[src/rtl/counter_monitor_pkg.sv]
// Shared types and default widths for the counter monitor.
// Optional feature macro: COUNTER_MON_LOAD_ACCEPT_EN. When it is defined, a
// jump to a value whose upper bits are all zero is accepted as a nibble load.
package counter_monitor_pkg;

    localparam int DEF_WIDTH      = 8;
    localparam int DEF_LOCK_COUNT = 3;
    localparam int DEF_ERR_W      = 8;

    typedef enum logic [1:0] {
        ST_EMPTY  = 2'd0,
        ST_SYNC   = 2'd1,
        ST_LOCKED = 2'd2
    } state_e;

    typedef enum logic [2:0] {
        CLS_HOLD = 3'd0,
        CLS_UP   = 3'd1,
        CLS_DOWN = 3'd2,
        CLS_JUMP = 3'd3,
        CLS_LOAD = 3'd4
    } step_cls_e;

endpackage

[src/rtl/step_classifier.sv]
// Combinational step classifier: computes bus_i - last_i (mod 2^WIDTH) and
// decodes it into HOLD / UP / DOWN / JUMP. With COUNTER_MON_LOAD_ACCEPT_EN
// defined, a jump whose target has its upper WIDTH-4 bits clear is reported
// as LOAD; the caller decides whether LOAD matters in its current state.
module step_classifier
    import counter_monitor_pkg::*;
#(
    parameter int WIDTH = DEF_WIDTH
) (
    input  logic [WIDTH-1:0] bus_i,
    input  logic [WIDTH-1:0] last_i,
    output step_cls_e        cls_o
);

    logic [WIDTH-1:0] delta_s;

    assign delta_s = bus_i - last_i;

    // Decode the wrap-around delta into a step class
    always_comb begin
        cls_o = CLS_JUMP;
        if (delta_s == {WIDTH{1'b0}}) begin
            cls_o = CLS_HOLD;
        end else if (delta_s == WIDTH'(1)) begin
            cls_o = CLS_UP;
        end else if (delta_s == {WIDTH{1'b1}}) begin
            cls_o = CLS_DOWN;
        end else begin
`ifdef COUNTER_MON_LOAD_ACCEPT_EN
            if (bus_i[WIDTH-1:4] == {(WIDTH-4){1'b0}}) begin
                cls_o = CLS_LOAD;
            end else begin
                cls_o = CLS_JUMP;
            end
`else
            cls_o = CLS_JUMP;
`endif
        end
    end

endmodule

[src/rtl/counter_monitor.sv]
// Receive-side monitor for a stepping counter. Tracks the observed value,
// locks after LOCK_COUNT consecutive same-direction steps and flags jumps
// seen while locked as protocol violations (saturating error count).
// Optional feature macro: COUNTER_MON_LOAD_ACCEPT_EN (nibble-load accepted
// while locked; decoded inside step_classifier).
module counter_monitor
    import counter_monitor_pkg::*;
#(
    parameter int WIDTH      = DEF_WIDTH,
    parameter int LOCK_COUNT = DEF_LOCK_COUNT,
    parameter int ERR_W      = DEF_ERR_W
) (
    input  logic             clk,
    input  logic             rst,
    input  logic             sample_valid,
    input  logic [WIDTH-1:0] bus_in,
    input  logic             clr_err,
    output logic             locked,
    output logic             dir_up,
    output logic             step_err,
    output logic [ERR_W-1:0] err_count,
    output logic [WIDTH-1:0] last_val,
    output logic [1:0]       state
);

    localparam int STREAK_W = (LOCK_COUNT < 2) ? 1 : $clog2(LOCK_COUNT + 1);
    localparam logic [STREAK_W-1:0] LOCK_VAL = STREAK_W'(LOCK_COUNT);

    state_e              state_q, state_d;
    logic [STREAK_W-1:0] streak_q, streak_d;
    logic                dir_up_q, dir_up_d;
    logic                locked_q, locked_d;
    logic                step_err_q, step_err_d;
    logic [ERR_W-1:0]    err_q, err_d;
    logic [WIDTH-1:0]    last_q, last_d;
    logic                viol_s;
    logic                step_up_s;
    step_cls_e           cls_s;

    step_classifier #(
        .WIDTH (WIDTH)
    ) u_cls (
        .bus_i  (bus_in),
        .last_i (last_q),
        .cls_o  (cls_s)
    );

    assign step_up_s = (cls_s == CLS_UP);

    // Next-state logic for FSM, streak, direction, last value and violation
    always_comb begin
        state_d  = state_q;
        streak_d = streak_q;
        dir_up_d = dir_up_q;
        last_d   = last_q;
        viol_s   = 1'b0;
        if (sample_valid) begin
            last_d = bus_in;
            case (state_q)
                ST_EMPTY: begin
                    // first sample only seeds last_val
                    state_d  = ST_SYNC;
                    streak_d = {STREAK_W{1'b0}};
                end
                ST_SYNC: begin
                    case (cls_s)
                        CLS_UP, CLS_DOWN: begin
                            if ((streak_q != {STREAK_W{1'b0}}) && (step_up_s == dir_up_q)) begin
                                streak_d = streak_q + STREAK_W'(1);
                            end else begin
                                streak_d = STREAK_W'(1);
                                dir_up_d = step_up_s;
                            end
                            if (streak_d == LOCK_VAL) begin
                                state_d = ST_LOCKED;
                            end else begin
                                state_d = ST_SYNC;
                            end
                        end
                        CLS_HOLD: begin
                            streak_d = streak_q;
                        end
                        CLS_JUMP, CLS_LOAD: begin
                            // a jump while hunting just restarts the hunt
                            streak_d = {STREAK_W{1'b0}};
                        end
                        default: begin
                            streak_d = {STREAK_W{1'b0}};
                        end
                    endcase
                end
                ST_LOCKED: begin
                    case (cls_s)
                        CLS_HOLD, CLS_LOAD: begin
                            state_d = ST_LOCKED;
                        end
                        CLS_UP, CLS_DOWN: begin
                            // reversal is legal once locked
                            dir_up_d = step_up_s;
                        end
                        CLS_JUMP: begin
                            viol_s   = 1'b1;
                            state_d  = ST_SYNC;
                            streak_d = {STREAK_W{1'b0}};
                        end
                        default: begin
                            viol_s   = 1'b1;
                            state_d  = ST_SYNC;
                            streak_d = {STREAK_W{1'b0}};
                        end
                    endcase
                end
                default: begin
                    state_d  = ST_EMPTY;
                    streak_d = {STREAK_W{1'b0}};
                end
            endcase
        end else begin
            state_d = state_q;
        end
    end

    // Error counter: clear wins over increment, increment saturates
    always_comb begin
        err_d = err_q;
        if (clr_err) begin
            err_d = {ERR_W{1'b0}};
        end else if (viol_s && (err_q != {ERR_W{1'b1}})) begin
            err_d = err_q + ERR_W'(1);
        end else begin
            err_d = err_q;
        end
    end

    // Registered-output next values
    always_comb begin
        step_err_d = viol_s;
        locked_d   = (state_d == ST_LOCKED);
    end

    // State and output registers, asynchronously cleared
    always_ff @(posedge clk or posedge rst) begin
        if (rst) begin
            state_q    <= ST_EMPTY;
            streak_q   <= {STREAK_W{1'b0}};
            dir_up_q   <= 1'b0;
            locked_q   <= 1'b0;
            step_err_q <= 1'b0;
            err_q      <= {ERR_W{1'b0}};
            last_q     <= {WIDTH{1'b0}};
        end else begin
            state_q    <= state_d;
            streak_q   <= streak_d;
            dir_up_q   <= dir_up_d;
            locked_q   <= locked_d;
            step_err_q <= step_err_d;
            err_q      <= err_d;
            last_q     <= last_d;
        end
    end

    assign locked    = locked_q;
    assign dir_up    = dir_up_q;
    assign step_err  = step_err_q;
    assign err_count = err_q;
    assign last_val  = last_q;
    assign state     = state_q;

endmodule

[config.mk]
export PLATFORM = sky130hd
export DESIGN_NAME = counter_monitor
export DESIGN_NICKNAME = d
export VERILOG_FILES = /design/src/rtl/counter_monitor_pkg.sv /design/src/rtl/step_classifier.sv /design/src/rtl/counter_monitor.sv
export SDC_FILE = /design/constraint.sdc
export NUM_CORES = 1
export LEC_CHECK = 0
export BUFFER_PORTS_ARGS = -buffer_cell sky130_fd_sc_hd__buf_2
export CORE_ASPECT_RATIO = 1.25
export CORE_MARGIN = 4
export CORE_UTILIZATION = 48
export CTS_BUF_LIST = sky130_fd_sc_hd__clkbuf_8 sky130_fd_sc_hd__clkbuf_16
export DETAILED_ROUTE_END_ITERATION = 6
export GPL_TIMING_DRIVEN = 0
export PLACE_DENSITY = 0.73
export SYNTH_ARGS = -nofsm -noshare
export SYNTH_HDL_FRONTEND = slang
export SYNTH_SLANG_ARGS = --single-unit
[constraint.sdc]
create_clock -name clk -period 10.2 [get_ports clk]
set_clock_uncertainty 0.15 [all_clocks]
set_input_delay 1.02 -clock clk [delete_from_list [all_inputs] [get_ports clk]]
set_output_delay 1.02 -clock clk [all_outputs]
set_load 0.01 [all_outputs]
* Yosys cells after proc, flatten, opt, wreduce, memory -nomap -nowiden *
Index checks and enable logic that the tools add are counted.

word-level totals
  register bits = 23
  input bits = 12
  output and inout bits = 21

cells by class
  equal/unequal tests = 16
  mux-type cells = 24
  reduce and logical (&&, ||, !) cells = 13
  add/sub/neg operators = 3

operators with widths
  kind                                            count
  2-to-1 mux 2 bit                                8
  2-to-1 mux 8 bit                                2
  one-hot mux 2 bit (2 select lines)              3
  != test 2 bit (second input constant)           5
  adder 8 x 1 -> 8 bit (second input constant)    1
  == test 8 x 1 -> 1 bit (second input constant)  1
  == test 8 bit (second input constant)           1
  zero test 8 bit                                 1
  != test 8 bit (second input constant)           1
  subtractor 8 bit                                1
  2-to-1 mux 1 bit                                7
  == test 2 bit (second input constant)           3
  2-to-1 mux 3 bit                                2
  one-hot mux 2 bit (3 select lines)              1
  nonzero test 2 bit                              3
  AND reduction 5 bit                             1
  OR reduction 2 bit                              2
  OR reduction 4 bit                              1
  == test 3 x 1 -> 1 bit (second input constant)  1
  == test 3 x 2 -> 1 bit (second input constant)  1
  == test 3 bit (second input constant)           1
  zero test 3 bit                                 1
  AND reduction 3 bit                             1
  adder 2 x 1 -> 2 bit (second input constant)    1
  other kinds (5)                                 6

* Logic depth before layout (Yosys ltp) *
  depth after elaboration = 18
  gate-level depth with buffers = 17
  depth with buffers taken out = 17

* Hierarchy *
From an unflattened synthesis, not the netlist that was laid out.

second synthesis, totals
  cell total of the unflattened synthesis = 173
  area total of the unflattened synthesis = 1686.6 sq um

by module, submodules not included
  module           instances  sequential area each (sq um)  cells an instance  area each (sq um)
  counter_monitor  1          575.6                         117                1252.5
  step_classifier  1          0.0                           56                 434.2

* Worst setup path before layout *
OpenSTA, ideal clock, no wires.

  kind = input to register
  start point = input bus_in[0]
  end point = register state_q[1], in the netlist state[1]
  arrival time = 3.877 ns
  setup slack = 6.108 ns
  library setup time = 0.065 ns
  buffers on the path = 0
  data required time = 9.985 ns
  stages on the path = 15
  cell sequence = inv_1 -> ha_1 -> inv_1 -> fa_1 -> a211oi_2 -> nor2_2 -> xnor2_1 -> or4_4 -> nor4_4 -> a21oi_1 -> ha_1 -> xnor2_1 -> nand3_1 -> or3_1 -> nand2_1

on the way
  longest elaborated chain between the ends = 17

ends and longest elaborated chain
  item                                  line                    text
  from (decl)                           counter_monitor.sv:16   input logic [WIDTH-1:0] bus_in,
  subtractor 8 bit *                    step_classifier.sv:17   assign delta_s = bus_i - last_i;
  == test 8 bit                         step_classifier.sv:26   end else if (delta_s == {WIDTH{1'b1}}) begin
  2-to-1 mux 1 bit                      step_classifier.sv:26
  2-to-1 mux 3 bit                      step_classifier.sv:24   end else if (delta_s == WIDTH'(1)) begin
  2-to-1 mux 3 bit *                    step_classifier.sv:22   if (delta_s == {WIDTH{1'b0}}) begin
  == test 3 x 1 -> 1 bit *              counter_monitor.sv:48   assign step_up_s = (cls_s == CLS_UP);
  named net step_up_s                   counter_monitor.sv:37   logic step_up_s;
  == test 1 bit                         counter_monitor.sv:68   if ((streak_q != {STREAK_W{1'b0}}) && (step_up_s == dir_up_q)) begin
  [3 not listed]                        n/a
  2-to-1 mux 2 bit                      counter_monitor.sv:59   case (state_q)
  2-to-1 mux 2 bit                      counter_monitor.sv:57   if (sample_valid) begin
  == test 2 bit                         counter_monitor.sv:74   if (streak_d == LOCK_VAL) begin
  2-to-1 mux 2 bit                      counter_monitor.sv:74
  2-to-1 mux 2 bit                      counter_monitor.sv:66   case (cls_s)
  one-hot mux 2 bit (3 select lines) *  counter_monitor.sv:59
  2-to-1 mux 2 bit *                    counter_monitor.sv:57
  named net state_d[1]                  counter_monitor.sv:29   state_e state_q, state_d;
  to (signal assigned)                  counter_monitor.sv:152  state_q <= state_d;
  to (decl)                             counter_monitor.sv:29

The timed path passes the listed nets; every way through them passes the cells marked *. The select of a mux whose other input is x is not followed.
A chain may end at the register's enable or synchronous reset.

* Worst setup path after layout *
  start point = input bus_in[0]
  end point = register err_q[7], in the netlist err_count[7]

on the way
  longest elaborated chain between the ends = 12

ends and longest elaborated chain
  item                                                  line                    text
  subtractor 8 bit *                                    step_classifier.sv:17
  == test 8 bit                                         step_classifier.sv:26
  2-to-1 mux 1 bit                                      step_classifier.sv:26
  2-to-1 mux 3 bit                                      step_classifier.sv:24
  2-to-1 mux 3 bit *                                    step_classifier.sv:22
  == test 3 x 1 -> 1 bit, or another cell as far along  counter_monitor.sv:93   case (cls_s)
  OR reduction 4 bit (no line) *                        n/a
  2-to-1 mux 1 bit *                                    counter_monitor.sv:93
  2-to-1 mux 1 bit *                                    counter_monitor.sv:59
  2-to-1 mux 1 bit *                                    counter_monitor.sv:57
  named net step_err_d                                  counter_monitor.sv:33   logic step_err_q, step_err_d;
  logical AND 1 bit *                                   counter_monitor.sv:128  end else if (viol_s && (err_q != {ERR_W{1'b1}})) begin
  nonzero test 2 bit (no line) *                        n/a
  to (signal assigned)                                  counter_monitor.sv:149  err_q <= {ERR_W{1'b0}};
  to (signal assigned)                                  counter_monitor.sv:157  err_q <= err_d;
  to (decl)                                             counter_monitor.sv:34   logic [ERR_W-1:0] err_q, err_d;

The timed path passes the listed nets; every way through them passes the cells marked *.

==> flow_metrics.env <==
export IMPL_cts_sinks=23
export IMPL_fin_hold_ws_ns=0.383
export IMPL_synth_seq_cells=23
export IMPL_arrival_ns=4.30
export IMPL_status="completed"
export IMPL_core_area_sq_um=2970
export IMPL_path_class="in -> reg"
export IMPL_detail_route_wl_per_cell_um=13.3
export IMPL_fmax_ghz=0.235
export IMPL_synth_async_reset_ratio=1.00
export IMPL_ios=33
export IMPL_overflow=0
export IMPL_vdd_drop_max_uv=69.9
export IMPL_grtUsageTotal=0.157
export IMPL_fillCellCount=274
export IMPL_grt_pass1_wl_mm=5.24
export IMPL_dp_hpwl_mm=2.43
export IMPL_die_w_um=58.1
export IMPL_dieArea_sq_um=4100
export IMPL_dr_pass1_iters=5
export IMPL_hold_path_class="reg -> reg"
export IMPL_period_needed_ns=4.25
export IMPL_crit_path_max_incr_delay_ns=0.41
export IMPL_drt_iter0_drc=47
export IMPL_synth_area_sq_um=1510
export IMPL_viasPerCell=5.53
export IMPL_maxCapViolations=0
export IMPL_drtAntennaViolNets=0
export IMPL_cts_made_buffers=3
export IMPL_ff2ff_path_depth=16
export IMPL_drive_gt1_frac=0.232
export IMPL_dpl_cell_area_sq_um=1710
export IMPL_min_to="streak_q[1]"
export IMPL_path_clk_slew_ns=0.08
export IMPL_ys_seq_area_frac=0.382
export IMPL_htree_levels=1
export IMPL_worst_slew_pin_slew_ns=0.894
export IMPL_crit_chain="buf_2 -> inv_1 -> ha_1 -> inv_1 -> fa_1 -> a211oi_2 -> o31ai_1 -> a21oi_1 -> xnor2_1 -> nor4_4 -> a21oi_1 -> ha_1 -> nand2_1 -> nor2_1 -> o21a_2 -> nand4_1 -> or3_1 -> a21oi_1"
export IMPL_grt_pass1_vias=1261
export IMPL_r2r_setup_slack_ns=6.47
export IMPL_critPathLaunch="bus_in[0]"
export IMPL_post_route_drc_count=0
export IMPL_start_util=0.507
export IMPL_synthesis_nets=189
export IMPL_area_growth_pct=16.4
export IMPL_grt_max_degree=24
export IMPL_num_rows=22
export IMPL_timing_final_crit_share=0.417
export IMPL_start_kind="input port"
export IMPL_antenna_found_initial=0
export IMPL_cts_buffer_depth=2
export IMPL_end_kind="register"
export IMPL_synth_cell_types=39
export IMPL_routed_wirelength_mm=3.10
export IMPL_rsz0062_at_grt="false"
export IMPL_antennaDiodeCount=0
export IMPL_fin_total_pwr_uw=207
export IMPL_setup_viol=0
export IMPL_die_h_um=70.6
export IMPL_fin_nets=225
export IMPL_ys_warn_count=0
export IMPL_seqCellArea_sq_um=576
export IMPL_synthCells=163
export IMPL_vias=1293
export IMPL_clk_latency_ns=0.26
export IMPL_report_final_hold_viol_count=0
export IMPL_dp_cells=230
export IMPL_cts_hold_buf=0
export IMPL_final_cells=234
export IMPL_maxSlewHeadroom=0.403
export IMPL_cts_tree="yes"
export IMPL_r2r_end="err_count[7]"
export IMPL_tns_ns=0
export IMPL_power_density_nw_per_um2=118
export IMPL_gp_congestion=0.855
export IMPL_final_core_util=0.590
export IMPL_worstPathMaxFanout=6
export IMPL_synth_edf_count=0
export IMPL_finalMaxSlewViolations=0
export IMPL_cts_resized=0
export IMPL_root_buffer="clkbuf_8"
export IMPL_fin_area_sq_um=1750
export IMPL_p_leak_nw=0.870
export IMPL_crit_path_top_delay_cell="fa_1"
export IMPL_portBuffers=31
export IMPL_crit_required_ns=10.25
export IMPL_multi_input_area_sq_um=856
export IMPL_whs_path_depth=2
export IMPL_place_ws_ns=5.67
export IMPL_postCtsSetupBuffers=0
export IMPL_crit_top_cell="a21oi_1"
export IMPL_syn_avg_cell_area_sq_um=9.24
export IMPL_r2r_start="last_val[0]"
export IMPL_synthFlopType="dfrtp_1"
export IMPL_hold_path_startpoint="streak_q[1]"
export IMPL_finalWorstSetupSlack_ns=5.95
## where the power goes
part | switching [mW] | leakage (nW) | internal (mW)
sequential | 0.00221 | 0.301 | 0.0944
clock | 0.0301 | 0.0255 | 0.0273
combinational | 0.0311 | 0.544 | 0.0219
total | 0.0634 | 0.870 | 0.144
## routing by layer
layer | share of wire | GRT usage | vias to the layer above
li1 | - | - | 633
met1 | 0.39 | 0.178 | 620
met4 | 0.013 | 0.0464 | 0
met2 | 0.54 | 0.294 | 35
met3 | 0.047 | 0.0255 | 5
met5 | 0 | 0 | -
## cells in the mapped netlist (2+ instances only)
library cell  number  share of area
mux2_2             3          0.022
a21o_1             2          0.010
nor2_1            13          0.032
o21ai_0           13          0.043
clkbuf_1           2         0.0050
xor2_1             6          0.035
a21oi_1           12          0.040
nand2_1           16          0.040
inv_1             17          0.042
or3_1              3          0.012
dfrtp_1           23           0.38
xnor2_1            6          0.035
nand3_1            3          0.010
nand2b_1           2         0.0083
nor2b_1            3          0.012
ha_1              13           0.11
nand4_1            4          0.017
## registers in the layout, summed over array words and instances, names as in the netlist
register,cells
state,2
step_err,1
last_val,8
err_count,8
dir_up,1
locked,1
streak_q,2
## final cells by class
cell class	instances	share of cell area
plain buffers	3	0.00642
clock buffers	3	0.0236
clock inverters	1	0.00286
inverters	17	0.0364
multi-input cells	120	0.488
flip-flops and latches	23	0.328
well taps	36	0.0257
repair buffers	31	0.0885
## critical path: cells and delay by family
kind / cells / cell delay, ns
and+or+nand+nor: 5 / 0.90
AOI/OAI and AO/OA: 6 / 1.18
adders and majority gates: 3 / 0.77
buffers and inverters: 3 / 0.21
xor gates and xnor gates: 1 / 0.21
## cell usage in the layout, fill, tap and decap left out, types with 2 or more instances in the layout
master,netlist,final
ha_1,13,13
nor2_1,13,13
nand2b_1,2,2
xor2_1,6,6
clkbuf_8,0,3
nor2b_1,3,3
a21o_1,2,2
inv_1,17,17
clkbuf_1,2,2
buf_2,0,31
nand3_1,3,3
o21ai_0,13,13
or3_1,3,3
dfrtp_1,23,23
nand2_1,16,16
nand4_1,4,4
a21oi_1,12,12
xnor2_1,6,6
mux2_2,3,3
## worst max path at each step
stage	endpoint	cells after the start
after global routing	err_count[5]	18
final	err_count[7]	18
after detailed placement	err_count[7]	18
after global placement	err_count[7]	18
after floorplan	state[1]	15
after CTS	err_count[7]	18
## logic make-up after synthesis
kind of cell,Yosys count,share of synthesized area
AO/OA/AOI/OAI,39,0.169
XOR/XNOR,12,0.0698
adder cells (fa/ha/maj),14,0.121
buffers and inverters,20,0.0498
flip-flops,23,0.382
multiplexers,4,0.0291
AND/OR/NAND/NOR,51,0.179
Power figures use the tool's default switching activity.
